File: src/rtl/tm_arb_pkg.sv
// tm_arb_pkg
// Shared definitions for the TM1638 frame arbiter.
//   - arb_state_e : sequencing states of the arbiter
//   - DIGIT_BLANK : digit code that the driver renders as a blank digit
//   - TM_DIGITS / TM_DW / FRAME_W : default frame geometry (8 digits x 5 bits)
package tm_arb_pkg;

    localparam int TM_DIGITS   = 8;
    localparam int TM_DW       = 5;
    localparam int FRAME_W     = TM_DIGITS * TM_DW;
    localparam int DIGIT_BLANK = 15;

    typedef enum logic [1:0] {
        ST_IDLE      = 2'd0,
        ST_START     = 2'd1,
        ST_WAIT_ACK  = 2'd2,
        ST_WAIT_DONE = 2'd3
    } arb_state_e;

endpackage

File: src/rtl/rr_arb2.sv
// rr_arb2
// Two-input round-robin pick. Purely combinational; the caller owns the
// 'last granted' pointer and updates it when it acts on the pick.
// Ports:
//   req0_i, req1_i : requests from source 0 / source 1
//   last_i         : source granted most recently
//   valid_o        : at least one request present
//   win_o          : index of the winning source (meaningful when valid_o)
module rr_arb2 (
    input  logic req0_i,
    input  logic req1_i,
    input  logic last_i,
    output logic valid_o,
    output logic win_o
);

    always_comb begin
        valid_o = req0_i | req1_i;
        if (req0_i && req1_i) begin
            // Tie: the source that did not win last time goes next.
            win_o = ~last_i;
        end else begin
            win_o = req1_i;
        end
    end

endmodule

File: src/rtl/tm1638_frame_arbiter.sv
// tm1638_frame_arbiter
// Shares one TM1638 driver between two frame sources. Round-robin picks a
// requester in IDLE, latches its frame, pulses drv_start, then waits for the
// driver's busy handshake with an acknowledge timeout.
// Optional feature: define ARB_REFRESH_EN to resend the latched frame after
// REFRESH_CYCLES idle cycles without any request.
// Ports:
//   clk, rst              : clock, synchronous active-high reset
//   req0/req1             : frame requests (held until gnt is seen)
//   data0/data1, led0/led1: frame contents, digit 0 in the LSBs
//   gnt0/gnt1             : one-cycle grant pulses
//   drv_start             : one-cycle start pulse to the driver
//   drv_digits, drv_leds  : latched frame presented to the driver
//   drv_busy              : driver shifting a frame
//   owner                 : source of the latched frame
//   done, err             : one-cycle transfer-complete / ack-timeout pulses
module tm1638_frame_arbiter
    import tm_arb_pkg::*;
#(
    parameter int DIGITS         = TM_DIGITS,
    parameter int DW             = TM_DW,
    parameter int ACK_TIMEOUT    = 16,
    parameter int REFRESH_CYCLES = 50000
) (
    input  logic                 clk,
    input  logic                 rst,
    input  logic                 req0,
    input  logic                 req1,
    input  logic [DIGITS*DW-1:0] data0,
    input  logic [DIGITS*DW-1:0] data1,
    input  logic [7:0]           led0,
    input  logic [7:0]           led1,
    output logic                 gnt0,
    output logic                 gnt1,
    output logic                 drv_start,
    output logic [DIGITS*DW-1:0] drv_digits,
    output logic [7:0]           drv_leds,
    input  logic                 drv_busy,
    output logic                 owner,
    output logic                 done,
    output logic                 err
);

    localparam int FW    = DIGITS * DW;
    localparam int ACK_W = (ACK_TIMEOUT > 1) ? $clog2(ACK_TIMEOUT) : 1;

    arb_state_e        state_q, state_d;
    logic [ACK_W-1:0]  ack_cnt_q, ack_cnt_d;
    logic [FW-1:0]     digits_q;
    logic [7:0]        leds_q;
    logic              owner_q, last_q;
    logic              gnt0_q, gnt1_q, done_q, err_q;

    logic              arb_valid, arb_win;
    logic              grant_fire, done_fire, err_fire, ack_expired;
    logic              refresh_hit;
    logic [FW-1:0]     blank_frame;

    // Reset image of the digit bus: every digit blank.
    genvar gi;
    generate
        for (gi = 0; gi < DIGITS; gi++) begin : g_blank
            assign blank_frame[gi*DW +: DW] = DW'(DIGIT_BLANK);
        end
    endgenerate

    rr_arb2 u_rr_arb2 (
        .req0_i  (req0),
        .req1_i  (req1),
        .last_i  (last_q),
        .valid_o (arb_valid),
        .win_o   (arb_win)
    );

`ifdef ARB_REFRESH_EN
    localparam int RF_W = (REFRESH_CYCLES > 1) ? $clog2(REFRESH_CYCLES) : 1;
    logic [RF_W-1:0] idle_cnt_q, idle_cnt_d;

    assign refresh_hit = (state_q == ST_IDLE) && !arb_valid &&
                         (idle_cnt_q == RF_W'(REFRESH_CYCLES - 1));

    // Counts only while idle with no request; any request or leaving IDLE
    // restarts the refresh interval.
    always_comb begin
        idle_cnt_d = '0;
        if (state_q == ST_IDLE && !arb_valid && !refresh_hit) begin
            idle_cnt_d = idle_cnt_q + 1'b1;
        end
    end

    always_ff @(posedge clk) begin
        if (rst) begin
            idle_cnt_q <= '0;
        end else begin
            idle_cnt_q <= idle_cnt_d;
        end
    end
`else
    assign refresh_hit = 1'b0;
`endif

    assign ack_expired = (ack_cnt_q == ACK_W'(ACK_TIMEOUT - 1));

    // State register
    always_ff @(posedge clk) begin
        if (rst) begin
            state_q   <= ST_IDLE;
            ack_cnt_q <= '0;
        end else begin
            state_q   <= state_d;
            ack_cnt_q <= ack_cnt_d;
        end
    end

    // Next-state logic
    always_comb begin
        state_d   = state_q;
        ack_cnt_d = ack_cnt_q;
        case (state_q)
            ST_IDLE: begin
                if (arb_valid || refresh_hit) begin
                    state_d = ST_START;
                end
            end
            ST_START: begin
                state_d   = ST_WAIT_ACK;
                ack_cnt_d = '0;
            end
            ST_WAIT_ACK: begin
                if (drv_busy) begin
                    state_d = ST_WAIT_DONE;
                end else if (ack_expired) begin
                    state_d = ST_IDLE;
                end else begin
                    ack_cnt_d = ack_cnt_q + 1'b1;
                end
            end
            ST_WAIT_DONE: begin
                if (!drv_busy) begin
                    state_d = ST_IDLE;
                end
            end
            default: state_d = ST_IDLE;
        endcase
    end

    // Output / event decode
    always_comb begin
        drv_start  = (state_q == ST_START);
        grant_fire = (state_q == ST_IDLE) && arb_valid;
        err_fire   = (state_q == ST_WAIT_ACK) && !drv_busy && ack_expired;
        done_fire  = (state_q == ST_WAIT_DONE) && !drv_busy;
    end

    // Frame latch and registered pulses. The frame only moves on a grant, so
    // a refresh resends exactly what was last shown.
    always_ff @(posedge clk) begin
        if (rst) begin
            digits_q <= blank_frame;
            leds_q   <= '0;
            owner_q  <= 1'b0;
            last_q   <= 1'b1;
            gnt0_q   <= 1'b0;
            gnt1_q   <= 1'b0;
            done_q   <= 1'b0;
            err_q    <= 1'b0;
        end else begin
            gnt0_q <= grant_fire && !arb_win;
            gnt1_q <= grant_fire &&  arb_win;
            done_q <= done_fire;
            err_q  <= err_fire;
            if (grant_fire) begin
                digits_q <= arb_win ? data1 : data0;
                leds_q   <= arb_win ? led1  : led0;
                owner_q  <= arb_win;
                last_q   <= arb_win;
            end
        end
    end

    assign gnt0       = gnt0_q;
    assign gnt1       = gnt1_q;
    assign done       = done_q;
    assign err        = err_q;
    assign drv_digits = digits_q;
    assign drv_leds   = leds_q;
    assign owner      = owner_q;

endmodule
File: config.mk
export PLATFORM = sky130hd
export DESIGN_NAME = tm1638_frame_arbiter
export DESIGN_NICKNAME = d
export VERILOG_FILES = /design/src/rtl/tm_arb_pkg.sv /design/src/rtl/rr_arb2.sv /design/src/rtl/tm1638_frame_arbiter.sv
export SDC_FILE = /design/constraint.sdc
export NUM_CORES = 1
export LEC_CHECK = 0
export ABC_AREA = 1
export BUFFER_PORTS_ARGS = -buffer_cell sky130_fd_sc_hd__buf_2
export CORE_MARGIN = 3
export CORE_UTILIZATION = 48
export CTS_BUF_LIST = sky130_fd_sc_hd__clkbuf_4
export CTS_CLUSTER_SIZE = 20
export DETAILED_ROUTE_END_ITERATION = 6
export PLACE_DENSITY = 0.87
export SYNTH_ARGS = -nofsm -noshare
export SYNTH_HDL_FRONTEND = slang
export SYNTH_SLANG_ARGS = --single-unit
File: constraint.sdc
create_clock -name clk -period 4.6 [get_ports clk]
set_input_delay 0.23 -clock clk [delete_from_list [all_inputs] [get_ports clk]]
set_output_delay 0.23 -clock clk [all_outputs]
set_load 0.03 [all_outputs]
==> results of run 1 <==
[worst max-delay path by stage]
| stage | cells past startpoint | end | slack, ns | startpoint |
|---|---|---|---|---|
| after floorplan | 9 | drv_digits[12]$_SDFFE_PP1P_ | 3.14 | state_q[1]$_SDFFE_PP0P_ |
| after global placement | 8 | drv_digits[8]$_SDFFE_PP1P_ | 1.81 | state_q[1]$_SDFFE_PP0P_ |
| after detailed placement | 8 | drv_digits[12]$_SDFFE_PP1P_ | 1.73 | state_q[1]$_SDFFE_PP0P_ |
| after CTS | 8 | drv_digits[12]$_SDFFE_PP1P_ | 1.70 | state_q[1]$_SDFFE_PP0P_ |
| after global routing | 8 | drv_digits[33]$_SDFFE_PP1P_ | 1.37 | state_q[1]$_SDFFE_PP0P_ |
| final | 8 | drv_digits[12]$_SDFFE_PP1P_ | 1.73 | state_q[0]$_SDFFE_PP0P_ |
[critical path: stages (launching register included)]
cell and delay, ns:
sky130_fd_sc_hd__dfxtp_1 0.35, sky130_fd_sc_hd__inv_1 0.14, sky130_fd_sc_hd__ha_1 0.23, sky130_fd_sc_hd__inv_2 0.07, sky130_fd_sc_hd__nor2_4 0.28, sky130_fd_sc_hd__inv_2 0.40, sky130_fd_sc_hd__nor2_2 1.03, sky130_fd_sc_hd__nand2_1 0.15
sky130_fd_sc_hd__nand3_1 0.14
[cell families (layout without fill, tap and decap cells)]
kind of cell    after synthesis  in the layout  synth area share
buf+inv                      35            183            0.0636
fa+ha+maj                     6              6            0.0285
simple gates                222            222             0.348
compound gates               54             54             0.104
flops                        60             60             0.456
[stage by stage]
| stage | cell area [um2] | std cells |
|---|---|---|
| 2_1_floorplan | 2640 | 377 |
| 3_3_place_gp | 3390 | 581 |
| 3_5_place_dp | 3390 | 581 |
| 4_1_cts | 3480 | 595 |
| 5_1_grt | 3480 | 595 |
| 6_report | 3480 | 595 |
[registers in the layout, summed over array words and instances (netlist names)]
register and cells:
drv_digits 40, drv_leds 8, ack_cnt_q 4, state_q 2
done 1, err 1, gnt0 1, gnt1 1
last_q 1, owner 1
[cell type report]
| class | count | area (um2) |
|---|---|---|
| clock buffer | 9 | 67.6 |
| clock inverter | 5 | 21.3 |
| fill | 478 | 1730 |
| inverter | 14 | 52.6 |
| multi-input combinational | 282 | 1270 |
| sequential | 60 | 1200 |
| tap | 70 | 87.6 |
| timing repair buffer | 155 | 778 |
[per-layer routing]
| metal | wire length, um | vias to the layer above | global-route usage |
|---|---|---|---|
| met4 | 25 | 0 | 0.0659 |
| met2 | 3720 | 121 | 0.386 |
| met1 | 2930 | 1301 | 0.265 |
| met5 | 0 | - | 0 |
| li1 | - | 1503 | - |
| met3 | 719 | 4 | 0.0830 |
[cell usage in the layout (no fill, tap or decap)]
cell and instances:
sky130_fd_sc_hd__nand2_1 162, sky130_fd_sc_hd__buf_2 154, sky130_fd_sc_hd__dfxtp_1 60, sky130_fd_sc_hd__a21oi_1 48, sky130_fd_sc_hd__nand3_1 40, sky130_fd_sc_hd__nor2_1 12, sky130_fd_sc_hd__inv_1 11, sky130_fd_sc_hd__clkbuf_4 9
sky130_fd_sc_hd__ha_1 6, sky130_fd_sc_hd__inv_2 3, sky130_fd_sc_hd__nor2_2 3, sky130_fd_sc_hd__a31oi_1 3, sky130_fd_sc_hd__o21ai_0 3, sky130_fd_sc_hd__clkinv_1 3, sky130_fd_sc_hd__nand4_1 2, sky130_fd_sc_hd__clkinv_2 2
sky130_fd_sc_hd__nor2_4 1, sky130_fd_sc_hd__nor3_4 1, sky130_fd_sc_hd__nor4_1 1, sky130_fd_sc_hd__buf_4 1
[power by group through the flow]
| stage | sequential (mW) | combinational (mW) | clock (mW) |
|---|---|---|---|
| floorplan | 0.856 | 0.289 | 0 |
| global placement | 0.679 | 0.627 | 0 |
| detailed placement | 0.682 | 0.637 | 0 |
| CTS | 0.670 | 0.638 | 0.285 |
| global route | 0.681 | 0.700 | 0.314 |
| finish | 0.670 | 0.633 | 0.274 |
==> metrics.md, run 1 <==
| Metric | Value |
|---|---|
| Status | `complete, no violations` |
| Largest net degree at the start of global routing | `50` |
| Die width | `~80 um` |
| Clock network latency to the later pin of the worst-skew pair | `0.38 ns` |
| Most numerous cell types in the synthesized netlist | `162 x sky130_fd_sc_hd__nand2_1, 60 x sky130_fd_sc_hd__dfxtp_1, 48 x sky130_fd_sc_hd__a21oi_1, 40 x sky130_fd_sc_hd__nand3_1, 12 x sky130_fd_sc_hd__nor2_1` |
| Area leader, netlist | `sky130_fd_sc_hd__dfxtp_1` |
| Combinational cell fraction of total power | `0.402` |
| Power per Cell Area | `454 mW/mm2` |
| Detailed Routing Iterations Pass 1 | `5` |
| Pint | `0.907 mW` |
| Total number of yosys warnings | `0` |
| Length in cells of the worst reg-to-reg path | `8` |
| Nets@finish | `approximately 630` |
| Total of cells resized after clock tree synthesis | `0` |
| Setup Skew | `0.0109 ns` |
| Number of remaining DRC errors | `0` |
| TritonCTS clock tree | `yes` |
| Number of maximum-capacitance violations | `0` |
| Reported net switching power | `0.670 mW` |
| Vert. Die Dim | `between 80 and 90 um` |
| Count of antenna diodes in the layout | `0` |
| Ratio of final minimum period to clock period | `0.625` |
| Average detailed-routed wire length per instance | `around 12 um` |
| Primary flip-flop cell chosen by synthesis mapping | `sky130_fd_sc_hd__dfxtp_1` |
| Netlist cell types | `20` |
| Slack of the critical path | `1.73 ns` |
| Core Region | `about 0.0052 mm2` |
| Reg2reg setup slack | `~1.7 ns` |
| Summed instance area of the synthesized netlist | `about 0.0026 mm2` |
| Worst Hold Launch | `led0[6]` |
| Worst reg2reg path startpoint | `state_q[0]$_SDFFE_PP0P_` |
| Global Route Usage Sum | `0.226` |
| Initial core utilization | `0.506` |
| Total Power | `approximately 1.6 mW` |
| Number of enable-type register cells in the synthesized netlist | `0` |
| Clock tree buffer depth | `2` |
| Rel. slew slack | `0.204` |
| Top Ports | `roughly 160` |
| Number of hold violations in the final report | `0` |
| Weighted congestion at the end of routability-driven global placement | `approximately 0.9` |
| Endpoint arrival time on the critical path | `around 3.2 ns` |
| Setup TNS | `0 ns` |
| DIE AREA | `0.00642 mm2` |
| Maximum clock frequency | `approximately 350 MHz` |
| Top-count cell post-synth | `sky130_fd_sc_hd__nand2_1` |
| Net count after synthesis | `between 400 and 500` |
| Total overflow reported by the global router | `0` |
| Share of power burned in the clock network | `0.174` |
| Total of hold buffers inserted after clock tree synthesis | `0` |
| Synth Register Bits | `60` |
| Drt total wl | `~7400 um` |
| Share of async-settable or async-resettable flops after synthesis | `0` |
| Post-CTS Repair Setup Buffers | `0` |
| Worst Setup Start Kind | `flip-flop` |
| DRC violation total after the first TritonRoute iteration | `169` |
| First-pass GRT wire length | `between 10,000 and 15,000 um` |
| Clock root buffer | `sky130_fd_sc_hd__clkbuf_4` |
| Critical path peak fanout | `between 40 and 50` |
| Clock-pin slew on the worst setup and hold paths | `0.10 ns` |
| # port buffers | `between 150 and 200` |
| Final Core Density | `0.668` |
| Static leakage | `between 1.5 and 2 nW` |
| Half-perimeter wire length after detailed placement | `between 5000 and 6000 um` |
| Type of element capturing the critical path | `flip-flop` |
| Initial antenna violation count | `0` |
| Vias in the first global route | `2,594` |
| Sequential share of the synthesized area | `0.456` |
| Switch share | `0.425` |
| Synthesized area per cell | `roughly 7.0 um2` |
| Share of cells above drive strength 1 | `0.331` |
| Final worst path period need | `approximately 2.9 ns` |
| Setup repair after global routing missed its margin | `no` |
| TritonCTS Buffers | `9` |
| Setup Viol. Count Final | `0` |
| Worst Max-Slew Pin Slew | `about 1.2 ns` |
| Worst VDD drop | `~0.00023 V` |
| Area Growth Syn to Fin | `31.8%` |
| Worst Hold Margin | `0.0309 ns` |
| Worst setup path class | `flip-flop to flip-flop` |
| Detailed-route via count | `2,929` |
| Worst hold endpoint | `drv_leds[6]$_SDFFE_PP0P_` |
| Worst hold path type | `input port to flip-flop` |
| Post-detailed-route via-to-cell ratio | `4.92` |
| Cell types with the largest area share after synthesis | `sky130_fd_sc_hd__dfxtp_1 46%, sky130_fd_sc_hd__nand2_1 23%, sky130_fd_sc_hd__a21oi_1 9.1%, sky130_fd_sc_hd__nand3_1 7.6%, sky130_fd_sc_hd__ha_1 2.8%` |
| CTS sink count | `60` |
| Share of power burned in registers | `0.425` |
| Number of nets still failing antenna checks after routing | `0` |
| Synthesized instance count | `377` |
| RR Endpoint | `drv_digits[12]$_SDFFE_PP1P_` |
| Worst slack, placed | `between 1.5 and 2 ns` |
| Standard-cell rows | `26` |
| Req. time, crit path | `between 4 and 5 ns` |
| Hold-critical path depth | `3` |
| Top-area cell type share of the netlist area | `0.456` |
| Number of levels the H-tree was split into | `3` |
| Pins over their slew limit | `0` |
(Power assumes the default switching activity.)
==> run 2, diff against run 1 <==
Settings changed: CORE_UTILIZATION 48 to 41, PLACE_DENSITY 0.87 to 0.79.
Clock period 4.6 ns to 2.4 ns, I/O delays scaled along.
==> metrics.md, run 2 (synthesis results as in run 1) <==
| Metric | Value |
|---|---|
| Status | `complete, no violations (unchanged)` |
| Req. time, crit path | `2.74 ns (was 4.92 ns)` |
| Clock root buffer | `sky130_fd_sc_hd__clkbuf_4 (unchanged)` |
| Vert. Die Dim | `86.2 um (was 80.1 um)` |
| Setup repair after global routing missed its margin | `no (unchanged)` |
| Maximum clock frequency | `442 MHz (was 348 MHz)` |
| Area Growth Syn to Fin | `65.7% (was 31.8%)` |
| Die width | `86.2 um (was 80.1 um)` |
| Clock tree buffer depth | `2 (unchanged)` |
| Top Ports | `155 (unchanged)` |
| Initial core utilization | `0.435 (was 0.506)` |
| Leading cell type in the layout, fill and taps excluded | `sky130_fd_sc_hd__nand2_1 (unchanged)` |
| Global Route Usage Sum | `0.262 (was 0.226)` |
| # port buffers | `154 (unchanged)` |
| Static leakage | `2.15 nW (was 1.76 nW)` |
| DIE AREA | `0.00743 mm2 (was 0.00642 mm2)` |
| Count of antenna diodes in the layout | `0 (unchanged)` |
| Power per Cell Area | `803 mW/mm2 (was 454 mW/mm2)` |
| Type of element capturing the critical path | `flip-flop (unchanged)` |
| Worst setup path class | `flip-flop to flip-flop (unchanged)` |
| Reg2reg setup slack | `0.14 ns (was 1.73 ns)` |
| Weighted congestion at the end of routability-driven global placement | `0.872 (was 0.889)` |
| Pins over their slew limit | `0 (unchanged)` |
| Cells along the critical path | `inv_1, ha_2, inv_2, nor2_4, inv_2, buf_8, nor3_4, nand2_1, nand2_1, dlygate4sd3_1 (was inv_1, ha_1, inv_2, nor2_4, inv_2, nor2_2, nand2_1, nand3_1)` |
| Setup Skew | `0.0160 ns (was 0.0109 ns)` |
| Drt total wl | `9850 um (was 7390 um)` |
| Number of nets still failing antenna checks after routing | `0 (unchanged)` |
| Rel. slew slack | `0.504 (was 0.204)` |
| Total Power | `3.51 mW (was 1.58 mW)` |
| Slowest library cell on the worst path | `sky130_fd_sc_hd__dlygate4sd3_1 (was sky130_fd_sc_hd__nor2_2)` |
| Number of levels the H-tree was split into | `3 (unchanged)` |
| Worst VDD drop | `0.000485 V (was 0.000229 V)` |
| Core Region | `0.00606 mm2 (was 0.00520 mm2)` |
| Post-detailed-route via-to-cell ratio | `5.01 (was 4.92)` |
| TritonCTS clock tree | `yes (unchanged)` |
| Most frequent cells in the layout | `162 x sky130_fd_sc_hd__nand2_1, 154 x sky130_fd_sc_hd__buf_2, 76 x sky130_fd_sc_hd__dlygate4sd3_1, 60 x sky130_fd_sc_hd__dfxtp_1, 48 x sky130_fd_sc_hd__a21oi_1 (was 162 x sky130_fd_sc_hd__nand2_1, 154 x sky130_fd_sc_hd__buf_2, 60 x sky130_fd_sc_hd__dfxtp_1, 48 x sky130_fd_sc_hd__a21oi_1, 40 x sky130_fd_sc_hd__nand3_1)` |
| Met3 layer usage reported by global route | `0.0665 (was 0.0830)` |
| Share of cells above drive strength 1 | `0.305 (was 0.331)` |
| Half-perimeter wire length after detailed placement | `5650 um (was 5500 um)` |
| CTS sink count | `60 (unchanged)` |
| Nets@finish | `711 (was 629)` |
| First-pass GRT wire length | `15,400 um (was 11,400 um)` |
| Worst hold path type | `input port to flip-flop (unchanged)` |
| Largest net degree at the start of global routing | `49 (was 50)` |
| Longest individual stage delay on the worst path | `0.54 ns (was 1.03 ns)` |
| Standard-cell rows | `28 (was 26)` |
| Global routing's busiest layer | `met2 (unchanged)` |
| Ratio of final minimum period to clock period | `0.942 (was 0.625)` |
| Clock network latency to the later pin of the worst-skew pair | `0.39 ns (was 0.38 ns)` |
| Met1 track demand over resource in global routing | `0.307 (was 0.265)` |
| Clock-pin slew on the worst setup and hold paths | `0.11 ns (was 0.10 ns)` |
| Vias in the first global route | `3,197 (was 2,594)` |
| Endpoint arrival time on the critical path | `2.61 ns (was 3.19 ns)` |
| Met2 Track Usage GR | `0.456 (was 0.386)` |
| Number of remaining DRC errors | `0 (unchanged)` |
| Average detailed-routed wire length per instance | `14.4 um (was 12.4 um)` |
| Max FFs per register | `40 (unchanged)` |
| Worst Max-Slew Pin Slew | `0.743 ns (was 1.19 ns)` |
| Number of maximum-capacitance violations | `0 (unchanged)` |
| Detailed Routing Iterations Pass 1 | `5 (unchanged)` |
| Detailed-route via count | `3,428 (was 2,929)` |
| Final worst path period need | `2.26 ns (was 2.87 ns)` |
| Number of hold violations in the final report | `0 (unchanged)` |
| Worst Setup Start Kind | `flip-flop (unchanged)` |
| TritonCTS Buffers | `9 (unchanged)` |
| Setup Viol. Count Final | `0 (unchanged)` |
| DRC violation total after the first TritonRoute iteration | `186 (was 169)` |
| Setup TNS | `0 ns (unchanged)` |
| Critical path peak fanout | `48 (was 49)` |
| Initial antenna violation count | `0 (unchanged)` |
| Total overflow reported by the global router | `0 (unchanged)` |
==> run 2: cell count changes in the layout (fill, tap and decap cells not counted) <==
cell                            delta
sky130_fd_sc_hd__buf_4             +5
sky130_fd_sc_hd__buf_8             +1
sky130_fd_sc_hd__bufinv_16         +2
sky130_fd_sc_hd__clkbuf_4          +1
sky130_fd_sc_hd__clkinv_1          -2
sky130_fd_sc_hd__clkinv_2          +1
sky130_fd_sc_hd__dlygate4sd3_1    +76
sky130_fd_sc_hd__ha_1              -1
sky130_fd_sc_hd__ha_2              +1
sky130_fd_sc_hd__inv_1             -1
sky130_fd_sc_hd__inv_2             +1
sky130_fd_sc_hd__nor2_2            -1
sky130_fd_sc_hd__nor2_4            +1
==> run 2: final timing paths <==
kind                           startpoint                     endpoint  cells after the start
hold / removal                    led1[0]     drv_leds[0]$_SDFFE_PP0P_                      5
hold reg to reg       last_q$_SDFFE_PP1P_          last_q$_SDFFE_PP1P_                      2
setup / recovery  state_q[0]$_SDFFE_PP0P_  drv_digits[14]$_SDFFE_PP0P_                     10
setup reg to reg  state_q[0]$_SDFFE_PP0P_  drv_digits[14]$_SDFFE_PP0P_                     10
==> run 2: area by class of cell <==
type                            count  area (um2)
Sequential cell                    60        1200
Timing Repair Buffer              237        1590
Tap cell                           75        93.8
Clock buffer                       10        75.1
Multi-Input combinational cell    282        1270
Fill cell                         471        1690
Clock inverter                      6        78.8
Inverter                           14        52.6
==> run 2: metal layers <==
| metal | vias to the layer above | routed length, um |
|---|---|---|
| met3 | 23 | 1050 |
| li1 | 1671 | - |
| met5 | - | 0 |
| met4 | 0 | 254 |
| met2 | 205 | 4800 |
| met1 | 1529 | 3750 |
==> run 2: critical path: cells and delay by family, from the launching register on <==
family                     cells  cell delay [ns]
buffers and inverters          5             1.00
adders and majority gates      1             0.22
and+or+nand+nor                4             0.63
DFF                            1             0.35
==> run 2: report_power, final <==
group          internal (mW)  switching, mW  leakage [nW]
Clock                  0.426          0.365        0.0876
Sequential              1.19          0.110         0.497
Combinational          0.489          0.933          1.56
==> run 2: what timing repair did <==
| item | 4_1_cts | 5_1_grt |
|---|---|---|
| endpoints found under the hold margin | 41 | 0 |
| buffers inserted | 0 | 1 |
| gates resized for setup | 0 | 6 |
| endpoints found under the setup margin | 0 | 24 |
| hold buffers | 76 | 0 |
==> run 2: per-stage QoR <==
step | area [um2] | setup WS, ns | hold slack, ns | util | instances
floorplan | 2640 | 0.936 | 0.192 | - | 377
global placement | 3430 | 0.303 | 0.305 | 0.566 | 591
detailed placement | 3430 | 0.165 | 0.312 | 0.566 | 591
CTS | 4350 | 0.0588 | 0.00599 | 0.717 | 683
global route | 4370 | 0.00543 | 0.0358 | 0.721 | 684
finish | 4370 | 0.138 | 0.0249 | 0.721 | 684
